`config.mk`:
```
export PLATFORM = sky130hd
export DESIGN_NAME = lfsr_burst_gen
export DESIGN_NICKNAME = d
export VERILOG_FILES = /design/src/rtl/lfsr_pkg.sv /design/src/rtl/lfsr_next_state.sv /design/src/rtl/lfsr_burst_gen.sv
export SDC_FILE = /design/constraint.sdc
export NUM_CORES = 1
export LEC_CHECK = 0
export CAP_MARGIN = 20
export CORE_UTILIZATION = 50
export CTS_CLUSTER_DIAMETER = 80
export DETAILED_ROUTE_END_ITERATION = 12
export PLACE_DENSITY = 0.8
export SLEW_MARGIN = 20
export SYNTH_ARGS = -nofsm -noshare
export SYNTH_HDL_FRONTEND = slang
export SYNTH_SLANG_ARGS = --single-unit
```
`constraint.sdc`:
```
create_clock -name clk_i -period 4.12 [get_ports clk_i]
set_clock_uncertainty 0.05 [all_clocks]
set_input_delay 0.618 -clock clk_i [delete_from_list [all_inputs] [get_ports clk_i]]
set_output_delay 0.618 -clock clk_i [all_outputs]
set_load 0.01 [all_outputs]
```
`src/rtl/lfsr_pkg.sv`:
```
// Shared types and lock-up helpers for the burst LFSR pattern generator.
// Helpers work at MaxWidth bits; callers size-cast the result to their own width.
package lfsr_pkg;

    localparam int unsigned MaxWidth = 64;

    typedef enum logic [1:0] {
        StIdle,
        StRun,
        StDone
    } state_e;

    function automatic logic [MaxWidth-1:0] lockup_value(input logic xnor_mode);
        return {MaxWidth{xnor_mode}};
    endfunction

    function automatic logic [MaxWidth-1:0] recover_value(input logic                xnor_mode,
                                                          input logic [MaxWidth-1:0] seed);
        return xnor_mode ? ~seed : seed;
    endfunction

endpackage

```
`src/rtl/lfsr_next_state.sv`:
```
// Combinational next-state for the Fibonacci LFSR, with lock-up detection and recovery.
// step_i = 0 passes state_i through unshifted so a loaded seed gets the same lock-up check.
module lfsr_next_state import lfsr_pkg::*; #(
    parameter int unsigned      WIDTH      = 8,
    parameter logic [WIDTH-1:0] RESET_SEED = WIDTH'(1)
) (
    input  logic [WIDTH-1:0] state_i,
    input  logic [WIDTH-1:0] taps_i,
    input  logic             xnor_i,
    input  logic             step_i,
    output logic [WIDTH-1:0] next_o,
    output logic             recover_o
);

    logic             fb;
    logic [WIDTH-1:0] cand;
    logic [WIDTH-1:0] lock_val;
    logic [WIDTH-1:0] rec_val;

    assign fb        = (^(state_i & taps_i)) ^ xnor_i;
    assign cand      = step_i ? {state_i[WIDTH-2:0], fb} : state_i;
    assign lock_val  = WIDTH'(lockup_value(xnor_i));
    assign rec_val   = WIDTH'(recover_value(xnor_i, MaxWidth'(RESET_SEED)));
    assign recover_o = (cand == lock_val);
    assign next_o    = recover_o ? rec_val : cand;

endmodule

```
`src/rtl/lfsr_burst_gen.sv`:
```
// LFSR test-pattern generator delivering bursts of state words over a valid/ready stream.
// Run-time tap mask and XOR/XNOR mode; lock-up values are replaced by a recovery seed.
module lfsr_burst_gen import lfsr_pkg::*; #(
    parameter int unsigned      WIDTH      = 8,
    parameter int unsigned      CNT_W      = 16,
    parameter logic [WIDTH-1:0] RESET_SEED = WIDTH'(1)
) (
    input  logic             clk_i,
    input  logic             rst_i,
    input  logic             load_i,
    input  logic [WIDTH-1:0] seed_i,
    input  logic [WIDTH-1:0] taps_i,
    input  logic             xnor_mode_i,
    input  logic             start_i,
    input  logic [CNT_W-1:0] burst_len_i,
    output logic             out_valid_o,
    input  logic             out_ready_i,
    output logic [WIDTH-1:0] out_data_o,
    output logic             busy_o,
    output logic             done_o,
    output logic             lockup_o,
    input  logic             lockup_clr_i
);

    state_e           st_q, st_d;
    logic [CNT_W-1:0] cnt_q, cnt_d;
    logic [WIDTH-1:0] lfsr_q, lfsr_d;
    logic [WIDTH-1:0] taps_q, taps_d;
    logic             xnor_q, xnor_d;
    logic             lockup_q, lockup_d;
    logic             lock_set;

    logic             load_sel;
    logic [WIDTH-1:0] ns_src, ns_taps, ns_next;
    logic             ns_xnor, ns_recover;

    // A load in IDLE checks the seed with the incoming taps/mode; otherwise step the live state.
    assign load_sel = (st_q == StIdle) && load_i;
    assign ns_src   = load_sel ? seed_i      : lfsr_q;
    assign ns_taps  = load_sel ? taps_i      : taps_q;
    assign ns_xnor  = load_sel ? xnor_mode_i : xnor_q;

    lfsr_next_state #(
        .WIDTH      (WIDTH),
        .RESET_SEED (RESET_SEED)
    ) u_next (
        .state_i   (ns_src),
        .taps_i    (ns_taps),
        .xnor_i    (ns_xnor),
        .step_i    (~load_sel),
        .next_o    (ns_next),
        .recover_o (ns_recover)
    );

    always_comb begin
        st_d     = st_q;
        cnt_d    = cnt_q;
        lfsr_d   = lfsr_q;
        taps_d   = taps_q;
        xnor_d   = xnor_q;
        lock_set = 1'b0;
        unique case (st_q)
            StIdle: begin
                if (load_i || start_i) begin
                    taps_d = taps_i;
                    xnor_d = xnor_mode_i;
                end
                if (load_i) begin
                    lfsr_d   = ns_next;
                    lock_set = ns_recover;
                end
                if (start_i) begin
                    if (burst_len_i != '0) begin
                        cnt_d = burst_len_i;
                        st_d  = StRun;
                    end else begin
                        st_d  = StDone;
                    end
                end
            end
            StRun: begin
                if (out_ready_i) begin
                    lfsr_d   = ns_next;
                    lock_set = ns_recover;
                    cnt_d    = cnt_q - CNT_W'(1);
                    if (cnt_q == CNT_W'(1)) begin
                        st_d = StDone;
                    end
                end
            end
            StDone:  st_d = StIdle;
            default: st_d = StIdle;
        endcase
        // Recovery on this edge outranks a simultaneous clear.
        lockup_d = lock_set | (lockup_q & ~lockup_clr_i);
    end

    always_ff @(posedge clk_i or posedge rst_i) begin
        if (rst_i) begin
            st_q     <= StIdle;
            cnt_q    <= '0;
            lfsr_q   <= RESET_SEED;
            taps_q   <= '0;
            xnor_q   <= 1'b0;
            lockup_q <= 1'b0;
        end else begin
            st_q     <= st_d;
            cnt_q    <= cnt_d;
            lfsr_q   <= lfsr_d;
            taps_q   <= taps_d;
            xnor_q   <= xnor_d;
            lockup_q <= lockup_d;
        end
    end

    assign out_valid_o = (st_q == StRun);
    assign busy_o      = (st_q == StRun);
    assign done_o      = (st_q == StDone);
    assign out_data_o  = lfsr_q;
    assign lockup_o    = lockup_q;

endmodule
```
==> impl_metrics.tcl <==
set metrics [dict create \
    crit_type "register to primary output" \
    diodes 0 \
    finalMaxSlewViolations 0 \
    synth_top_family_by_area "simple AND/OR/NAND/NOR gates" \
    io_pins 51 \
    grt_max_degree 30 \
    drive_gt1_share_pct 9.898 \
    dr.first_iter.drc_count 139 \
    sequentialPowerShare_pct 34.1 \
    cts_setup_buffers 0 \
    hold_path_class "register to register" \
    synthArstFlopShare_pct 100.0 \
    hold_viol_final 0 \
    cp.arrival_ps 2470 \
    cpLargestDelayFamily "buffers and inverters" \
    holdWs_ps 445.7 \
    fp.coreArea_um2 4086 \
    synth_compound_area_share_pct 18.21 \
    chipHeight_um 68.10 \
    p_int_uw 1221 \
    finalSetupViolations 0 \
    cpPeakStageDelay_ps 710 \
    syn_area_um2 2185 \
    routed_wl_um 5123 \
    htreeDepth 2 \
    cts_tree "yes" \
    initial_core_util_pct 53.46 \
    drcViolationCount 0 \
    track_usage_pct 24.37 \
    maxCapViolCount 0 \
    synthFlopType "dfrtp_1" \
    mostFrequentLayoutCells "clkdlybuf4s50_1, dfrtp_1, nand2_1, a21oi_1, o21ai_0" \
    first_pass_iters 6 \
    clk_latency_ps 290 \
    synthMuxAreaShare_pct 9.737 \
    synth_edf_count 0 \
    cp_max_fo 24 \
    yosysUniqueCellTypes 45 \
    synth-simple-area-share_pct 22.79 \
    layout_commonest_cell "clkdlybuf4s50_1" \
    grt_overflow 0 \
    grt_pass1_vias 1773 \
    synth_xor_area_share_pct 3.436 \
    net-switching-power_uw 905.5 \
    finalCritPeriodShare_pct 76.21 \
    cts_made_buffers 5 \
    start_kind "register" \
    syn_inst 242 \
    worst_setup_path_end_kind "primary output" \
    die_w_um 68.10 \
    syn_area_per_cell_um2 9.027 \
    clkPwrFrac_pct 12.5 \
    period_minus_slack_ps 3140 \
    vias_per_cell 5.834 \
    synth_warnings 0 \
    status "finished, final reports clean" \
    timing.setup.tns_ps 0 \
    synthAdderAreaFrac_pct 1.145 \
    path_clk_slew_ps 70 \
    synth_area_leaders "dfrtp_1, a21oi_1, mux2_2" \
    placementRows 23 \
    cts_max_path_buffers 2 \
    fmax_ghz 0.3185 \
    rsz0062_at_grt "no" \
    leakage_uw 0.001090 \
    worstPathRequired_ps 3450 \
    cts_resized 0 \
    slowest_stage "nand2b_1" \
    fp.dieArea_um2 4638 \
    area_delta_synth_final_pct 29.27 \
    yosys.area.top_type "dfrtp_1" \
    antenna_found_initial 0 \
    grt_pass1_wl_um 8217 \
    synth_top_area_share_pct 40.09 \
    critPathBufInv 2 \
    post-dp-hpwl_um 3833 \
    p_per_area_nw_per_um2 752.9 \
    io_buffer_count 50 \
    vias 2001 \
    clock-sinks 36 \
    worstMarginPinSlew_ps 842.8 \
    peakVddDrop_v 0.0003631 \
    postRouteAntennaNets 0 \
    p_sw_share_pct 42.59 \
    root_buffer "clkbuf_8" \
    synth_fp_nets 283 \
    worstPathCellList "nand2b_1, inv_1, clkdlybuf4s50_1" \
    wl_per_cell_um 14.94 \
    pwr-share-comb_pct 53.4 \
    gp_congestion 0.8397 \
    max-slew-margin-rel_pct 43.81 \
    fin_nets 333 \
    ys_seq_elements 36 \
    cts_hold_buf 0 \
    yosysSeqAreaShare_pct 41.29 \
]
-- registers in the layout (all words and copies together) (netlist names) --
signal and cells:
st_q 2, xnor_q 1, taps_q 8, lockup_o 1
out_data_o 8, cnt_q 16
-- Yosys cell counts, types with 2 or more instances --
cell type  instances
nor2b_1            4
nor3_1             8
nand4_1            4
xor2_1             2
o21ai_0           20
ha_1               2
clkbuf_1           8
nor2_1            19
mux2i_1           10
o2bb2ai_1          2
xnor2_1            4
a22oi_1            2
o32ai_1            3
nand2b_1           4
nor4_1             8
o21ai_1            7
mux2_2            10
and2_1             2
nand2_1           25
dfrtp_1           35
a21o_1             3
a21oi_1           25
nand3_1            7
inv_1              6
buf_2              2
-- worst paths after layout --
check / slack (ps) / start / cells after the start / end
worst min register to register: 450 / cnt_q[14]$_DFFE_PP0P_ / 1 / cnt_q[14]$_DFFE_PP0P_
max in group asynchronous: 2790 / rst_i / 3 / cnt_q[6]$_DFFE_PP0P_
min in group asynchronous: 660 / rst_i / 2 / taps_q[2]$_DFFE_PP0P_
worst min-delay path: 450 / cnt_q[14]$_DFFE_PP0P_ / 1 / cnt_q[14]$_DFFE_PP0P_
worst max register to register: 1720 / st_q[0]$_DFFE_PP0P_ / 7 / lockup_o$_DFF_PP0_
worst max-delay path: 980 / st_q[1]$_DFFE_PP0P_ / 3 / out_valid_o
-- stage by stage --
step	cell area (um^2)	power, uW	setup WS, ps	utilization, %	cells
3_3_place_gp	2730	1819	1190	66.81	335
5_1_grt	2824	2301	771.5	69.11	343
3_5_place_dp	2730	1865	1149	66.81	335
6_report	2824	2126	980.2	69.11	343
4_1_cts	2824	2133	996.8	69.11	343
2_1_floorplan	2185	1531	1977	-	242
-- worst reg2reg max path, cell delays in order (launching register included) --
cell and delay [ps]:
dfrtp_1 490, nor3b_4 430, nand3_1 120, o21ai_1 90, xnor3_1 400, mux2_2 300
mux2i_1 120, o32ai_1 290
-- kinds of logic (layout without fill, tap and decap cells) --
family | count (synthesis) | in the layout
compound gates | 69 | 69
xor+xnor | 7 | 7
fa+ha+maj | 2 | 2
buf+inv | 18 | 69
flops | 36 | 36
mux | 20 | 20
simple gates | 90 | 90
-- per-layer routing --
layer,up-vias,global-route usage (%),wire length (um)
li1,985,-,-
met1,950,31.90,2253
met2,59,40.32,2579
met3,7,4.000,223
met4,0,8.594,66
met5,-,0,0
-- power by group through the flow --
stage	Combinational [uW]	Clock (uW)	Sequential, uW
after CTS	1140	270	723
after global placement	1100	0	719
after global routing	1260	290	752
after floorplan	841	0	690
final	1130	267	725
after detailed placement	1140	0	729
-- cell type report --
type,instances,area [um^2]
clock buffer,7,86.33
clock inverter,1,7.507
fill,340,1262
inverter,7,26.28
multi-input combinational,188,1209
sequential,36,902.1
tap,50,62.56
timing repair buffer,54,530.5
Note: power is estimated with default switching activity, not from simulation.
